`src/rtl/logic_element.sv`:
```
// logic_element: two LUTs with optional output flops, configured through a daisy-chained serial CRAM.
// Outputs are forced low while configuring so partial CRAM contents never reach the fabric.
module logic_element #(
    parameter int LE_INPUTS = 4
) (
    input  logic                 clk,
    input  logic                 nrst,
    input  logic                 en,
    input  logic                 config_en,
    input  logic                 config_data_in,
    output logic                 config_data_out,
    input  logic [LE_INPUTS-1:0] leinA,
    input  logic [LE_INPUTS-1:0] leinB,
    output logic                 leoutA,
    output logic                 leoutB,
    output logic                 cfg_valid
);
    localparam int LUT_SZ   = 2 ** LE_INPUTS;
    localparam int CFG_BITS = 2 * LUT_SZ + 4;
    localparam int CNT_W    = $clog2(CFG_BITS + 1);
    localparam logic [CNT_W-1:0] CNT_FULL = CNT_W'(CFG_BITS);

    logic [CFG_BITS-1:0] cfg_q, cfg_d;
    logic [CNT_W-1:0]    cnt_q, cnt_d;
    logic                ffa_q, ffa_d, ffb_q, ffb_d;
    logic [LUT_SZ-1:0]   tt_a, tt_b;
    logic                lut_a, lut_b;

    assign tt_a  = cfg_q[CFG_BITS-1 -: LUT_SZ];
    assign tt_b  = cfg_q[LUT_SZ+3 -: LUT_SZ];
    assign lut_a = tt_a[leinA];
    assign lut_b = tt_b[leinB];

    always_comb begin
        cfg_d = config_en ? {cfg_q[CFG_BITS-2:0], config_data_in} : cfg_q;
        // preload from the post-shift image so the final shift edge leaves the new init values
        ffa_d = config_en ? cfg_d[1] : (en ? lut_a : ffa_q);
        ffb_d = config_en ? cfg_d[0] : (en ? lut_b : ffb_q);
        cnt_d = (config_en && cnt_q != CNT_FULL) ? cnt_q + CNT_W'(1) : cnt_q;
    end

    always_ff @(posedge clk or negedge nrst) begin
        if (!nrst) begin
            cfg_q <= '0;
            cnt_q <= '0;
            ffa_q <= 1'b0;
            ffb_q <= 1'b0;
        end else begin
            cfg_q <= cfg_d;
            cnt_q <= cnt_d;
            ffa_q <= ffa_d;
            ffb_q <= ffb_d;
        end
    end

    assign config_data_out = cfg_q[CFG_BITS-1];
    assign leoutA          = !config_en && (cfg_q[3] ? ffa_q : lut_a);
    assign leoutB          = !config_en && (cfg_q[2] ? ffb_q : lut_b);
    assign cfg_valid       = (cnt_q == CNT_FULL) && !config_en;
endmodule

```
`config.mk`:
```
export PLATFORM = sky130hd
export DESIGN_NAME = logic_element
export DESIGN_NICKNAME = d
export VERILOG_FILES = /design/src/rtl/logic_element.sv
export SDC_FILE = /design/constraint.sdc
export NUM_CORES = 1
export LEC_CHECK = 0
export CAP_MARGIN = 20
export CORE_MARGIN = 1.5
export CORE_UTILIZATION = 45
export CTS_BUF_LIST = sky130_fd_sc_hd__clkbuf_4
export CTS_CLUSTER_SIZE = 10
export DETAILED_ROUTE_END_ITERATION = 12
export SLEW_MARGIN = 20
export SYNTH_ARGS = -nofsm -noshare
export SYNTH_HDL_FRONTEND = slang
export SYNTH_SLANG_ARGS = --single-unit
```
`constraint.sdc`:
```
create_clock -name clk -period 2.4 [get_ports clk]
set_input_delay 0.72 -clock clk [delete_from_list [all_inputs] [get_ports clk]]
set_output_delay 0.72 -clock clk [all_outputs]
set_load 0.005 [all_outputs]
```
==> results of run 1 <==
==> area by class of cell <==
cell class                      instances  area [um^2]
Clock buffer                            5        37.54
Fill cell                             383         1804
Tap cell                               52        65.06
Multi-Input combinational cell         79        882.1
Clock inverter                          3        46.29
Timing Repair Buffer                   46        376.6
Inverter                                3        11.26
Sequential cell                        44         1101
==> repair_timing <==
item | in CTS | in global routing
endpoints found under the setup margin | 3 | 2
hold buffers | 0 | 0
buffers inserted | 2 | 0
gates resized for setup | 45 | 3
==> through the flow <==
stage / util / cells / setup slack [ns]
6_report: 0.5828 / 232 / -0.1727
5_1_grt: 0.5828 / 232 / -0.2063
3_5_place_dp: 0.5622 / 222 / -1.123
2_1_floorplan: - / 131 / 0.09440
3_3_place_gp: 0.5622 / 222 / -1.066
4_1_cts: 0.5775 / 232 / -0.1826
==> placed cells by master, fill, tap and decap left out, types with 2 or more instances in the layout <==
| cell | instances |
|---|---|
| mux2_2 | 36 |
| clkbuf_4 | 5 |
| a21oi_1 | 2 |
| o31ai_4 | 2 |
| nand4_1 | 4 |
| buf_4 | 29 |
| nand2_1 | 3 |
| mux2_4 | 2 |
| nor2_1 | 2 |
| inv_1 | 3 |
| xnor2_1 | 5 |
| nor3b_1 | 2 |
| buf_2 | 6 |
| o21ai_1 | 2 |
| mux2i_1 | 4 |
| dlygate4sd2_1 | 5 |
| nand3_1 | 2 |
| mux4_2 | 7 |
| dfrtp_1 | 44 |
| clkdlybuf4s50_1 | 3 |
| buf_12 | 2 |
==> registers in the layout, indices dropped and copies added (netlist names) <==
name and count:
cnt_q 6, cfg_q 36, ffb_q 1, ffa_q 1
==> where the power goes <==
part           switching [mW]  internal, mW
registers               0.202          1.00
clock network           0.257         0.223
logic                   0.279         0.557
total                   0.737          1.78
==> per-layer routing <==
layer,share of wire,up-vias,GRT usage,routed length [um]
met4,0.015,0,0.05769,57
met1,0.43,653,0.2285,1629
met5,0,-,0,0
li1,-,588,-,-
met3,0.033,6,0.04473,126
met2,0.52,17,0.2910,1967
==> kinds of logic after synthesis <==
logic type,after synthesis,synth area share
mux,50,0.3362
flops,44,0.5459
simple gates,14,0.03722
compound gates,8,0.02915
buf+inv,8,0.01737
xor+xnor,5,0.02171
fa+ha+maj,2,0.01240
==> how the worst max path moves through the flow <==
stage	endpoint	slack, ns	cells after the start
finish	leoutB	-0.17	6
global route	leoutB	-0.21	5
CTS	leoutB	-0.18	6
detailed placement	leoutB	-1.12	6
global placement	leoutB	-1.07	6
floorplan	leoutA	0.09	4
==> qor.yml, run 1 <==
yosys:
  ys_seq_elements: 44
  ys_seq_area_frac: 0.5459
  synthCells: 131
  synth_top_cell_area_share: 0.5459
  ys_warn_count: 0
  synth_commonest_cells: "44 x dfrtp_1, 38 x mux2_2, 8 x mux4_1, 5 x xnor2_1"
  synth_area_leaders: "dfrtp_1 55%, mux2_2 21%, mux4_1 10%"
  syn_nets: 146
  avgSynthCellArea_um2: 15.40
  synth_edf_count: 0
  synth_ff_type: "dfrtp_1"
  synth.distinct_cells: 20
  synth_area_um2: 2017
  yosys.area.top_type: "dfrtp_1"
  post-synth-top-count-cell: "dfrtp_1"
  async_flop_share: 1.000
layout:
  nNetsFinal: 194
  area_delta_synth_final_pct: 24.94
  num_antenna_cells: 0
  fin_area_um2: 2520
  layout-drive-gt1-share: 0.5222
timing:
  hold_slack_ns: 0.2960
  slew_violations: 0
  fmax_mhz: 388.7
  period_needed_ns: 2.573
  fin_setup_tns_ns: -0.2983
  fin_crit_sh: 1.072
  hold_viol: 0
  tightest_slew_ns: 0.5187
  setup_viol: 2
  worst_slack_ns: -0.1727
  skew_ns: 0.006009
  rsz0062_at_grt: "yes"
  relSlewSlack: 0.6497
setup_path:
  ff2ff_path_depth: 5
  critPathRequiredTime_ns: 1.68
  critPathArrivalTime_ns: 1.85
  path_delay_family: "multiplexers"
  cp-startpoint: "leinB[0]"
  cp_max_fo: 4
  cp_slowest_cell: "mux4_2"
  cp_cell_sequence: "buf_12 -> mux4_2 -> mux2i_1 -> mux2_4 -> o31ai_4 -> buf_2"
  cp.buffers_inverters: 2
  path_class: "in2out"
  r2r_end: "cnt_q[3]"
  start_kind: "input port"
  slowest_delay_ns: 0.51
  crit_path_end_kind: "primary output"
  r2r_start: "cnt_q[0]"
  r2r_slack_ns: 0.86
route:
  drt_iter0_markers: 31
  drc: 0
  firstDrtPassIters: 4
  vias: 1264
  routed_via_density: 5.448
  ant_nets: 0
  routedWlPerCell_um: 16.30
  wl_um: 3781
grt:
  grt_pass1_vias: 1336
  grt_pass1_wl_um: 6672
  grt_max_degree: 33
  grt-ovfl-total: 0
  grtUsageTotal: 0.1763
  antenna_found_initial: 0
clock_network:
  numClockSinks: 44
  clk_pin_slew_ns: 0.14
  clock_latency_ns: 0.36
  clockBufferDepth: 2
  cts_buffers: 5
  cts_tree: "done"
  htree_levels: 2
  cts_root_buffer: "clkbuf_4"
hold_path:
  hp-class: "in2async"
floorplan:
  coreArea_um2: 4324
  initial_core_util: 0.4664
  die_area_um2: 4893
  io_pins: 17
  placementRows: 24
  die_height_um: 69.95
  fp.dieW_um: 69.95
run_status:
  status: "complete, but fails checks"
  violations: "setup timing"
flow_run:
  max_cap_violations: 0
placement:
  io_buffers: 16
  place_congestion: 0.7741
  place_area_um2: 2431
  post-dp-hpwl_um: 2693
pwr:
  finalPower_mw: 2.521
  powerDensity_nw_per_um2: 1001
  p_leak_nw: 1.171
  ir_worst_vdd_v: 0.0005672
No activity file was read; power rests on OpenSTA's default activity.
==> inputs of run 2 (changes only) <==
--- a/config.mk
+++ b/config.mk
@@ -6,6 +6,7 @@
 export NUM_CORES = 1
 export LEC_CHECK = 0
 export CAP_MARGIN = 20
+export CORE_ASPECT_RATIO = 1.5
 export CORE_MARGIN = 1.5
 export CORE_UTILIZATION = 45
 export CTS_BUF_LIST = sky130_fd_sc_hd__clkbuf_4
==> constraint.sdc (replaced) <==
create_clock -name clk -period 2.49 [get_ports clk]
set_input_delay 0.747 -clock clk [delete_from_list [all_inputs] [get_ports clk]]
set_output_delay 0.747 -clock clk [all_outputs]
set_load 0.005 [all_outputs]
==> qor.yml, run 2 (same netlist as run 1, synthesis figures left out) <==
timing:
  hold_viol: 0  # unchanged
  relSlewSlack: 0.6224  # was 0.6497
  fin_setup_tns_ns: -0.2796  # was -0.2983 ns
  period_needed_ns: 2.636
  fin_crit_sh: 1.059
  skew_ns: 0.01301  # was 0.006009 ns
  setup_viol: 2  # unchanged
  fmax_mhz: 379.4
  tightest_slew_ns: 0.5664  # was 0.5187 ns
  rsz0062_at_grt: "yes"  # unchanged
  slew_violations: 0  # unchanged
  worst_slack_ns: -0.1461  # was -0.1727 ns
hold_path:
  hp-class: "in2async"  # unchanged
layout:
  nNetsFinal: 187  # was 194
  max_flop_register: "cfg_q"  # unchanged
  largest_reg_flops: 36  # unchanged
  fin_area_um2: 2437  # was 2520 um^2
  largestRegisters: "cfg_q: 36 flops, cnt_q: 6 flops"  # unchanged
  mostFrequentLayoutCell: "dfrtp_1"  # unchanged
  fillCellCount: 368  # was 383
  multi_input_area_um2: 878.3  # was 882.1 um^2
  postLayoutCoreUtil: 0.5693  # was 0.5828
  layout-drive-gt1-share: 0.5087  # was 0.5222
  num_antenna_cells: 0  # unchanged
  ff_latch_area_um2: 1101  # unchanged
  area_delta_synth_final_pct: 20.84  # was 24.94%
  mostFrequentLayoutCells: "44 x dfrtp_1, 36 x mux2_2, 22 x buf_4"  # was 44 x dfrtp_1, 36 x mux2_2, 29 x buf_4
floorplan:
  initial_core_util: 0.4711  # was 0.4664
  die_height_um: 85.00  # was 69.95 um
  placementRows: 29  # was 24
  fp.dieW_um: 57.67  # was 69.95 um
  die_area_um2: 4901  # was 4893 um^2
  coreArea_um2: 4282  # was 4324 um^2
  io_pins: 17  # unchanged
setup_path:
  critPathArrivalTime_ns: 1.89  # was 1.85 ns
  start_kind: "input port"  # unchanged
  crit_path_end_kind: "primary output"  # unchanged
  path_class: "in2out"  # unchanged
  critPathRequiredTime_ns: 1.74  # was 1.68 ns
  ff2ff_path_depth: 5  # unchanged
  cp_max_fo: 4  # unchanged
route:
  drt_iter0_markers: 44  # was 31
  routedWlPerCell_um: 16.76  # was 16.30 um
  firstDrtPassIters: 4  # unchanged
  ant_nets: 0  # unchanged
  drc: 0  # unchanged
  routed_via_density: 5.575  # was 5.448
  vias: 1221  # was 1264
  wl_um: 3670  # was 3781 um
clock_network:
  clockBufferDepth: 2  # unchanged
  cts_root_buffer: "clkbuf_4"  # unchanged
  clock_latency_ns: 0.35  # was 0.36 ns
  numClockSinks: 44  # unchanged
  cts_buffers: 5  # unchanged
  cts_tree: "done"  # unchanged
  htree_levels: 2  # unchanged
  clk_pin_slew_ns: 0.12  # was 0.14 ns
grt:
  grt_pass1_wl_um: 6141  # was 6672 um
  grt-ovfl-total: 0  # unchanged
  grt_pass1_vias: 1318  # was 1336
  antenna_found_initial: 0  # unchanged
  grt_max_degree: 25  # was 33
  grtUsageTotal: 0.1673  # was 0.1763
pwr:
  powerDensity_nw_per_um2: 928.5  # was 1001 nW/um^2
  ir_worst_vdd_v: 0.0005118  # was 0.0005672 V
  p_leak_nw: 1.137  # was 1.171 nW
  finalPower_mw: 2.263  # was 2.521 mW
run_status:
  status: "complete, but fails checks"  # unchanged
  violations: "setup timing"  # unchanged
placement:
  io_buffers: 16  # unchanged
  place_congestion: 0.7473  # was 0.7741
  place_area_um2: 2371  # was 2431 um^2
  post-dp-hpwl_um: 2546  # was 2693 um
flow_run:
  max_cap_violations: 0  # unchanged
run 2: cell types whose count changed in the layout (fill, tap and decap cells not counted):
cell,before,now
buf_12,2,3
buf_4,29,22
buf_8,1,0
bufinv_16,1,0
clkbuf_4,5,7
clkinv_1,0,1
clkinvlp_4,1,0
dlygate4sd2_1,5,4
dlymetal6s2s_1,0,1
inv_1,3,2
inv_2,0,1
inv_6,1,0
mux4_1,1,0
mux4_2,7,8
run 2: per-stage QoR:
stage	hold slack, ns	worst slack, ns	instances
floorplan	0.4514	0.1304	131
global placement	0.4823	-1.092	209
detailed placement	0.4978	-1.098	209
CTS	0.3713	-0.1602	219
global route	0.3829	-0.1896	219
finish	0.3689	-0.1461	219
run 2: final cells by class:
class | count | area share
Clock buffer | 7 | 0.02156
Clock inverter | 1 | 0.001540
Inverter | 3 | 0.004620
Multi-Input combinational cell | 79 | 0.3604
Sequential cell | 44 | 0.4517
Tap cell | 46 | 0.02361
Timing Repair Buffer | 39 | 0.1366
run 2: power breakdown:
group          total, mW  internal, mW  switching (mW)
combinational      0.757         0.501           0.256
sequential          1.16         0.970           0.195
clock              0.341         0.131           0.210
run 2: repair_timing:
item                                    4_1_cts  5_1_grt
cloned                                        0        0
gates resized for setup                      47        4
pin swaps                                     1        1
hold buffers                                  0        0
hold endpoints to repair                      0        0
buffers inserted                              2        0
endpoints found under the setup margin        3        3
run 2: worst max-delay path, stage by stage:
cell,delay (ns)
buf_12,0.11
mux4_2,0.33
mux2i_1,0.07
mux2_4,0.29
o31ai_4,0.19
buf_2,0.15
run 2: worst paths after layout:
kind                               start   endpoint  slack [ns]
max in group asynchronous           nrst  cfg_q[22]        1.59
worst max-delay path            leinB[0]     leoutB       -0.15
worst min register to register  cnt_q[4]   cnt_q[4]        0.52
min in group clk                cnt_q[4]   cnt_q[4]        0.52
worst min-delay path                nrst   cnt_q[0]        0.37
worst max register to register  cnt_q[0]   cnt_q[3]        0.95
run 2: layer usage:
layer  global-route usage  vias to the layer above  share of wire
li1                     -                      569              -
met2               0.2934                       17           0.55
met1               0.1898                      629           0.40
met3              0.04116                        6          0.028
met5                    0                        -              0
met4              0.06977                        0          0.020
==> inputs of run 3 (changes only) <==
--- a/config.mk
+++ b/config.mk
@@ -12,7 +12,8 @@
 export CTS_BUF_LIST = sky130_fd_sc_hd__clkbuf_4
 export CTS_CLUSTER_SIZE = 10
 export DETAILED_ROUTE_END_ITERATION = 12
-export SLEW_MARGIN = 20
+export SKIP_CTS_REPAIR_TIMING = 1
+export SLEW_MARGIN = 5
 export SYNTH_ARGS = -nofsm -noshare
 export SYNTH_HDL_FRONTEND = slang
 export SYNTH_SLANG_ARGS = --single-unit
==> qor.yml, run 3 (same netlist as run 1, synthesis figures left out) <==
grt:
  use_met1: 0.1769  # was 0.1898
  grtUsageTotal: 0.1614  # was 0.1673
  top_usage_layer: "met2"  # unchanged
  grt-ovfl-total: 0  # unchanged
  grtUsageMet3: 0.04116  # unchanged
  grt_max_degree: 25  # unchanged
  antenna_found_initial: 0  # unchanged
  grt.met2_usage: 0.2872  # was 0.2934
  grt_pass1_vias: 1292  # was 1318
  grt_pass1_wl_um: 5913  # was 6141 um
route:
  drc: 0  # unchanged
  drt_iter0_markers: 49  # was 44
  ant_nets: 0  # unchanged
  firstDrtPassIters: 4  # unchanged
  routedWlPerCell_um: 16.25  # was 16.76 um
  wl_um: 3558  # was 3670 um
  vias: 1225  # was 1221
  routed_via_density: 5.594  # was 5.575
clock_network:
  clk_pin_slew_ns: 0.12  # about the same
  cts_tree: "done"  # unchanged
  clockBufferDepth: 2  # unchanged
  cts_buffers: 5  # unchanged
  cts_root_buffer: "clkbuf_4"  # unchanged
  clock_latency_ns: 0.35  # about the same
  numClockSinks: 44  # unchanged
  htree_levels: 2  # unchanged
timing:
  setup_viol: 2  # unchanged
  fin_crit_sh: 1.059  # about the same
  hold_slack_ns: 0.3724  # was 0.3689 ns
  fmax_mhz: 379.3  # was 379.4 MHz
  slew_violations: 0  # unchanged
  tightest_slew_ns: 0.5681  # was 0.5664 ns
  relSlewSlack: 0.6213  # was 0.6224
  skew_ns: 0.01339  # was 0.01301 ns
  worst_slack_ns: -0.1463  # was -0.1461 ns
  hold_viol: 0  # unchanged
  rsz0062_at_grt: "yes"  # unchanged
  period_needed_ns: 2.636  # about the same
floorplan:
  coreArea_um2: 4282  # unchanged
  initial_core_util: 0.4711  # unchanged
  die_area_um2: 4901  # unchanged
  die_height_um: 85.00  # unchanged
  fp.dieW_um: 57.67  # unchanged
  placementRows: 29  # unchanged
  io_pins: 17  # unchanged
flow_run:
  max_cap_violations: 0  # unchanged
placement:
  io_buffers: 16  # unchanged
  place_congestion: 0.7473  # unchanged
  post-dp-hpwl_um: 2546  # unchanged
pwr:
  p_leak_nw: 1.167  # was 1.137 nW
  powerDensity_nw_per_um2: 918.5  # was 928.5 nW/um^2
  ir_worst_vdd_v: 0.0005076  # was 0.0005118 V
setup_path:
  path_class: "in2out"  # unchanged
  crit_path_end_kind: "primary output"  # unchanged
  cp_slowest_cell: "clkdlybuf4s50_1"  # was mux4_2
  cp_cell_sequence: "clkdlybuf4s50_1 -> mux2_4 -> o31ai_4 -> buf_2"  # was buf_12 -> mux4_2 -> mux2i_1 -> mux2_4 -> o31ai_4 -> buf_2
  critPathArrivalTime_ns: 1.89  # about the same
  cp_max_fo: 2  # was 4
  critPathRequiredTime_ns: 1.74  # about the same
  r2r_slack_ns: 0.91  # was 0.95 ns
  start_kind: "input port"  # unchanged
  slowest_delay_ns: 0.49  # was 0.33 ns
hold_path:
  hp-class: "in2async"  # unchanged
layout:
  area_delta_synth_final_pct: 21.40  # was 20.84%
  num_antenna_cells: 0  # unchanged
  mostFrequentLayoutCells: "44 x dfrtp_1, 36 x mux2_2, 22 x buf_4"  # unchanged
  postLayoutCoreUtil: 0.5719  # was 0.5693
  fillCellCount: 366  # was 368
  ff_latch_area_um2: 1101  # unchanged
  layout-drive-gt1-share: 0.5029  # was 0.5087
  largestRegisters: "cfg_q: 36 flops, cnt_q: 6 flops"  # unchanged
  mostFrequentLayoutCell: "dfrtp_1"  # unchanged
  multi_input_area_um2: 869.6  # was 878.3 um^2
  largest_reg_flops: 36  # unchanged
  nNetsFinal: 187  # unchanged
  max_flop_register: "cfg_q"  # unchanged
run_status:
  status: "complete, but fails checks"  # unchanged
  violations: "setup timing"  # unchanged
## run 3: per-layer routing
layer | share of wire | wire, um
met3 | 0.026 | 91
met1 | 0.41 | 1456
met4 | 0.021 | 75
met5 | 0 | 0
met2 | 0.54 | 1934
## run 3: through the flow
stage	power (mW)	area [um^2]	worst slack [ns]	instances	TNS, ns
finish	2.249	2449	-0.1463	219	-0.2587
global placement	1.837	2371	-1.092	209	-2.112
global route	2.412	2449	-0.1825	219	-0.3480
floorplan	1.542	2017	0.1304	131	0
detailed placement	1.877	2371	-1.098	209	-2.175
CTS	2.226	2427	-1.099	217	-2.197
## run 3: worst paths after layout
| path | from | end | depth (start not counted) |
|---|---|---|---|
| setup / recovery | leinA[1] | leoutA | 4 |
| hold / removal | nrst | cnt_q[0] | 1 |
| setup reg to reg | cnt_q[0] | cnt_q[3] | 5 |
| hold reg to reg | cnt_q[4] | cnt_q[4] | 1 |
| max in group asynchronous | nrst | cfg_q[22] | 2 |
| min in group clk | cnt_q[4] | cnt_q[4] | 1 |
## run 3: worst max-delay path, delay by kind of cell
| family | cells | cell delay, ns |
|---|---|---|
| buffers and inverters | 2 | 0.63 |
| AOI/OAI and AO/OA | 1 | 0.17 |
| muxes | 1 | 0.34 |
## run 3: power by group
part / internal, mW / total (mW) / switching (mW)
clock: 0.131 / 0.339 / 0.209
sequential: 0.970 / 1.17 / 0.197
combinational: 0.500 / 0.743 / 0.243
## run 3: final cells by class
type,instances,share of cell area
Clock inverter,1,0.001533
Inverter,3,0.004599
Clock buffer,7,0.02146
Timing Repair Buffer,39,0.1441
Tap cell,46,0.02351
Sequential cell,44,0.4497
Multi-Input combinational cell,79,0.3551
